$ cat src/rtl/aes_pkg.sv
// Shared types and constants for the AES round controller.
// The FSM state encoding is defined here so that the controller and any
// future sibling blocks agree on it.
package aes_pkg;

    typedef enum logic [2:0] {
        ST_IDLE    = 3'd0,
        ST_KEY_REQ = 3'd1,
        ST_ARK     = 3'd2,
        ST_SUB     = 3'd3,
        ST_SHIFT   = 3'd4,
        ST_MIX     = 3'd5,
        ST_DONE    = 3'd6,
        ST_ERR     = 3'd7
    } aes_round_state_e;

    localparam int AES128_NUM_ROUNDS = 10;
    localparam int AES256_NUM_ROUNDS = 14;

    // States in which the controller waits on an external handshake.
    function automatic logic is_wait_state(input aes_round_state_e st);
        return (st == ST_KEY_REQ) || (st == ST_SUB) || (st == ST_MIX);
    endfunction

endpackage

$ cat src/rtl/aes_wait_timer.sv
// Watchdog counter for the handshake wait states. Clears on state entry,
// counts while enabled, and flags expiry on the LIMIT-th enabled cycle.
module aes_wait_timer #(
    parameter int LIMIT = 256
) (
    input  logic aes_clk,
    input  logic resetn,
    input  logic clear_i,
    input  logic enable_i,
    output logic expire_o
);

    logic [15:0] count_q;

    // The first cycle after entry sees count 0, so the LIMIT-th cycle sees LIMIT-1.
    assign expire_o = enable_i && (count_q == 16'(LIMIT - 1));

    // Cycle counter; clear has priority so a new wait starts from zero.
    always_ff @(posedge aes_clk or negedge resetn) begin
        if (!resetn) begin
            count_q <= '0;
        end else if (clear_i) begin
            count_q <= '0;
        end else if (enable_i) begin
            count_q <= count_q + 16'd1;
        end
    end

endmodule

$ cat src/rtl/aes_round_ctrl.sv
// AES block-encryption round sequencer: walks KEY_REQ/ARK/SUB/SHIFT/MIX for
// each round and pulses done_o at the end. Optional watchdog on the wait
// states is enabled with the macro AES_ROUND_CTRL_TIMEOUT_EN.
module aes_round_ctrl
    import aes_pkg::*;
#(
    parameter int NUM_ROUNDS     = AES128_NUM_ROUNDS,
    parameter int TIMEOUT_CYCLES = 256
) (
    input  logic       aes_clk,
    input  logic       resetn,
    input  logic       start_i,
    input  logic       abort_i,
    output logic       busy_o,
    output logic [3:0] round_o,
    output logic       key_req_o,
    output logic [3:0] key_sel_o,
    input  logic       key_vld_i,
    output logic       sub_en_o,
    input  logic       sub_done_i,
    output logic       shift_en_o,
    output logic       mix_en_o,
    input  logic       mix_done_i,
    output logic       ark_en_o,
    output logic       done_o,
    output logic       err_o
);

    localparam logic [3:0] ROUND_LAST = 4'(NUM_ROUNDS);

    // Refuse to elaborate with out-of-range configuration.
    if ((NUM_ROUNDS < 10) || (NUM_ROUNDS > 14) ||
        (TIMEOUT_CYCLES < 2) || (TIMEOUT_CYCLES > 65535)) begin : g_param_check
        $error("aes_round_ctrl: illegal NUM_ROUNDS or TIMEOUT_CYCLES");
    end

    aes_round_state_e state_q, state_d;
    logic [3:0]       round_q, round_d;
    logic             wait_expire;

    logic busy_q, key_req_q, ark_q, sub_q, shift_q, mix_q, done_q;

`ifdef AES_ROUND_CTRL_TIMEOUT_EN
    logic err_q;

    aes_wait_timer #(
        .LIMIT (TIMEOUT_CYCLES)
    ) u_wait_timer (
        .aes_clk  (aes_clk),
        .resetn   (resetn),
        .clear_i  (state_d != state_q),
        .enable_i (is_wait_state(state_q)),
        .expire_o (wait_expire)
    );

    assign err_o = err_q;
`else
    assign wait_expire = 1'b0;
    assign err_o       = 1'b0;
`endif

    // Next-state and round-counter logic; abort overrides everything outside IDLE.
    always_comb begin
        state_d = state_q;
        round_d = round_q;
        case (state_q)
            ST_IDLE: begin
                if (start_i) begin
                    state_d = ST_KEY_REQ;
                    round_d = 4'd0;
                end
            end
            ST_KEY_REQ: begin
                if (key_vld_i)        state_d = ST_ARK;
                else if (wait_expire) state_d = ST_ERR;
            end
            ST_ARK: begin
                if (round_q == ROUND_LAST) begin
                    state_d = ST_DONE;
                end else begin
                    state_d = ST_SUB;
                    round_d = round_q + 4'd1;
                end
            end
            ST_SUB: begin
                if (sub_done_i)       state_d = ST_SHIFT;
                else if (wait_expire) state_d = ST_ERR;
            end
            ST_SHIFT: begin
                // The final round has no MixColumns step.
                state_d = (round_q < ROUND_LAST) ? ST_MIX : ST_KEY_REQ;
            end
            ST_MIX: begin
                if (mix_done_i)       state_d = ST_KEY_REQ;
                else if (wait_expire) state_d = ST_ERR;
            end
            ST_DONE: state_d = ST_IDLE;
            ST_ERR:  state_d = ST_IDLE;
            default: state_d = ST_IDLE;
        endcase
        if (abort_i && (state_q != ST_IDLE)) begin
            state_d = ST_IDLE;
            round_d = 4'd0;
        end
    end

    // State, round and registered outputs decoded from the upcoming state.
    always_ff @(posedge aes_clk or negedge resetn) begin
        if (!resetn) begin
            state_q   <= ST_IDLE;
            round_q   <= 4'd0;
            busy_q    <= 1'b0;
            key_req_q <= 1'b0;
            ark_q     <= 1'b0;
            sub_q     <= 1'b0;
            shift_q   <= 1'b0;
            mix_q     <= 1'b0;
            done_q    <= 1'b0;
`ifdef AES_ROUND_CTRL_TIMEOUT_EN
            err_q     <= 1'b0;
`endif
        end else begin
            state_q   <= state_d;
            round_q   <= round_d;
            busy_q    <= (state_d != ST_IDLE);
            key_req_q <= (state_d == ST_KEY_REQ);
            ark_q     <= (state_d == ST_ARK);
            sub_q     <= (state_d == ST_SUB);
            shift_q   <= (state_d == ST_SHIFT);
            mix_q     <= (state_d == ST_MIX);
            done_q    <= (state_d == ST_DONE);
`ifdef AES_ROUND_CTRL_TIMEOUT_EN
            err_q     <= (state_d == ST_ERR);
`endif
        end
    end

    assign busy_o     = busy_q;
    assign round_o    = round_q;
    assign key_sel_o  = round_q;
    assign key_req_o  = key_req_q;
    assign ark_en_o   = ark_q;
    assign sub_en_o   = sub_q;
    assign shift_en_o = shift_q;
    assign mix_en_o   = mix_q;
    assign done_o     = done_q;

endmodule

$ cat config.mk
export PLATFORM = sky130hd
export DESIGN_NAME = aes_round_ctrl
export DESIGN_NICKNAME = d
export VERILOG_FILES = /design/src/rtl/aes_pkg.sv /design/src/rtl/aes_wait_timer.sv /design/src/rtl/aes_round_ctrl.sv
export SDC_FILE = /design/constraint.sdc
export NUM_CORES = 1
export LEC_CHECK = 0
export ABC_AREA = 1
export BUFFER_PORTS_ARGS = -buffer_cell sky130_fd_sc_hd__buf_2
export CORE_AREA = 2 2 48 50
export DETAILED_ROUTE_END_ITERATION = 7
export DIE_AREA = 0 0 50 52
export GPL_TIMING_DRIVEN = 0
export PLACE_DENSITY = 0.61
export RECOVER_POWER = 25
export SLEW_MARGIN = 20
export SYNTH_ARGS = -nofsm -noshare
export SYNTH_HDL_FRONTEND = slang
export SYNTH_SLANG_ARGS = --single-unit
$ cat constraint.sdc
create_clock -name aes_clk -period 1.3 [get_ports aes_clk]
set_input_delay 0.13 -clock aes_clk [delete_from_list [all_inputs] [get_ports aes_clk]]
set_output_delay 0.13 -clock aes_clk [all_outputs]
set_load 0.05 [all_outputs]
==> flow_summary.toml <==
[flow_run]
cap_viol_max_count = 0

[critical_path]
critPathTopFamily = "simple AND/OR/NAND/NOR gates"
crit_path_top_delay_cell = "sky130_fd_sc_hd__dfrtp_2"
critical_path_peak_fanout = 5
worst_ep_arrival_time_ns = 1.57
crit_path_end_kind = "flip-flop"
critical_path.startpoint_type = "flip-flop"
r2r_end = "state_q[0]"
worstRegToRegCells = 10
critPathRequiredTime_ns = 1.49
path_buf_inv = 3
timing.rr.start = "key_sel_o[0]"
critical-path-max-stage-delay_ns = 0.42
worstPathCellList = "inv_2, ha_4, nand2_4, nor2_4, nor2_4, nor2_1, nand2_1, nand2_2, buf_4, inv_2"
critPathKind = "reg2reg"
ff2ff_setup_slack_ns = -0.08

[logic_synthesis]
synth_register_bits = 14
synth-edff-count = 0
yosys_most_used_dff = "sky130_fd_sc_hd__dfrtp_1"
synthTopCellsByCount = "sky130_fd_sc_hd__nand2_1, sky130_fd_sc_hd__nor2_1, sky130_fd_sc_hd__dfrtp_1"
yosys.cell_count.top_type = "sky130_fd_sc_hd__nand2_1"
synth.yosys.seq_area_share = 0.449
synth_top_cells_by_area = "sky130_fd_sc_hd__dfrtp_1, sky130_fd_sc_hd__nand2_1, sky130_fd_sc_hd__nor2_1, sky130_fd_sc_hd__nand3_1, sky130_fd_sc_hd__buf_4"
postSynthCellCount = 101
postSynth.asyncResetShare = 1.00
yosysWarningCount = 0
area_share_of_the_largest_cell_type_after_synthesis = 0.449
syn_nets = 110
synth_area_per_cell_um2 = 7.73
syn_area_um2 = 781
synth_cell_type_count = 18
synth_largest_area_cell = "sky130_fd_sc_hd__dfrtp_1"

[global_route]
globalRoute.totalOverflow = 0
grt_pass1_wl_mm = 2.69
grtUsageTotal = 0.139
grt_max_degree = 15
initial_antenna_violation_count = 0
grt_pass1_vias = 657

[hold_path]
timing.hold.worst.class = "in2reg"
min_delay_startpoint = "abort_i"
hold-path-endpoint = "key_sel_o[0]"
hold_path_depth = 4

[clock_tree]
cts.sink_count = 14
cts_made_buffers = 3
tritoncts_clock_tree = "done"
clkTransAtPathRegs_ns = 0.09
clkLatencyLatePin_ns = 0.28
deepest_clock_path_buffer_count = 2
cts.htree.levels = 1
cts_root_buf = "sky130_fd_sc_hd__clkbuf_4"

[routing]
finalWirelength_mm = 1.61
total_number_of_vias = 709
final_antenna_net_count = 0
route.detailed.wl_per_inst_um = 10.2
drt_drc_violations_left = 0
drt_pre_antenna_iters = 4
viasPerCell = 4.49
drt-initial-drc-count = 6

[timing]
final_hold_viol_count = 0
timing_max_transition_violations_final = 0
max_frequency_mhz = 726
grt_setup_unrepaired = "yes"
final_worst_path_cycle_share = 1.06
finalSetupViolations = 8
finClkSkew_ns = 0.00504
worstMarginPinSlew_ns = 0.749
worst_slew_margin_rel = 0.501
timing.final.ws_setup_ns = -0.0779
period_needed_ns = 1.38

[die]
row_count = 17
die_w_um = 50
die_h_um = 52
overall_die_area_um2 = 2600
boundaryPins = 23
floorplan.initialDensity = 0.371
design.core.area_um2 = 2110

[outcome]
failed_checks = "setup timing"
outcome = "finished with violations"

[cells_and_area]
antenna_cells = 0
finalNetCount = 140
post_route_cells_drive_above_1_share = 0.438
post_route_utilization = 0.497
post_layout_nonfiller_instances = 158
syn_to_final_growth_pct = 34.0

[placed_design]
post-place-cells = 150
gp_congestion = 0.880
detailedPlacementHpwl_mm = 1.16
portBuffers = 21

[pwr]
cellLeakagePower_nw = 0.594
power_density_nw_per_um2 = 2090
vdd_ir_drop_max_v = 0.00133
-- stage by stage --
stage               total power, mW  area [um^2]  setup TNS [ns]  worst slack, ns  hold slack [ns]
global route                   2.33         1050           -1.52           -0.182            0.182
detailed placement             1.73          926           -1.33           -0.161           0.0508
global placement               1.73          926          -0.964           -0.108           0.0386
floorplan                      1.51          786           -1.73           -0.170           -0.166
finish                         2.19         1050          -0.325          -0.0779            0.167
CTS                            2.15         1030          -0.305          -0.0666            0.164
-- kinds of logic (layout without fill, tap and decap cells) --
group / after synthesis / count (layout) / synth area share
simple gates: 56 / 56 / 0.325
buf+inv: 18 / 47 / 0.111
flops: 14 / 14 / 0.449
compound gates: 8 / 8 / 0.0561
fa+ha+maj: 2 / 2 / 0.0320
xor+xnor: 2 / 2 / 0.0224
other cells: 1 / 1 / 0.00480
-- worst register-to-register path: stages, from the launching register on --
cell	delay [ns]
sky130_fd_sc_hd__dfrtp_2	0.42
sky130_fd_sc_hd__inv_2	0.08
sky130_fd_sc_hd__ha_4	0.14
sky130_fd_sc_hd__nand2_4	0.05
sky130_fd_sc_hd__nor2_4	0.11
sky130_fd_sc_hd__nor2_4	0.05
sky130_fd_sc_hd__nor2_1	0.08
sky130_fd_sc_hd__nand2_1	0.09
sky130_fd_sc_hd__nand2_2	0.11
sky130_fd_sc_hd__buf_4	0.12
sky130_fd_sc_hd__inv_2	0.02
-- how the worst max path moves through the flow --
| stage | startpoint | end | depth (start not counted) |
|---|---|---|---|
| 2_1_floorplan | key_sel_o[1] | key_sel_o[3] | 6 |
| 3_5_place_dp | key_sel_o[0] | key_sel_o[3] | 7 |
| 4_1_cts | key_sel_o[0] | shift_en_o | 10 |
| 3_3_place_gp | key_sel_o[0] | key_sel_o[3] | 7 |
| 6_report | key_sel_o[0] | state_q[0] | 10 |
| 5_1_grt | key_sel_o[0] | ark_en_o | 10 |
-- state kept, by name, summed over array words and instances (netlist names) --
name	count
sub_en_o	1
key_sel_o	4
mix_en_o	1
state_q	3
ark_en_o	1
key_req_o	1
done_o	1
shift_en_o	1
busy_o	1
-- routing by layer --
metal,track usage,vias up,routed length (um)
met1,0.159,323,681
met2,0.239,17,842
met3,0.0374,0,81
li1,-,369,-
met4,0.0694,0,0
met5,0,-,0
-- layout by cell type, fill, tap and decap left out, drive strengths merged, types with 2 or more instances in the layout --
cell,instances
nor2,20
dfrtp,14
nand3,13
inv,13
o21ai,8
buf,28
clkbuf,5
nand2,22
ha,2
-- layout make-up --
type	instances	area (um^2)
buffer	5	37.5
inverter	13	48.8
fill	205	1060
multi-input combinational	69	389
timing repair buffer	25	143
clock buffer	4	36.3
tap	28	35.0
sequential	14	357
-- power breakdown --
part / internal (mW) / switching (mW) / total (mW)
Clock: 0.170 / 0.151 / 0.322
Combinational: 0.365 / 0.873 / 1.24
Sequential: 0.554 / 0.0722 / 0.627
Total: 1.09 / 1.10 / 2.19
-- timing repair --
action / CTS / global route
gates resized for setup: 13 / 6
buffers inserted: 2 / 1
setup endpoints to repair: 12 / 15
endpoints found under the hold margin: 14 / 0
pin swaps: 3 / 6
hold buffers: 1 / 0
Power figures use the tool's default switching activity.
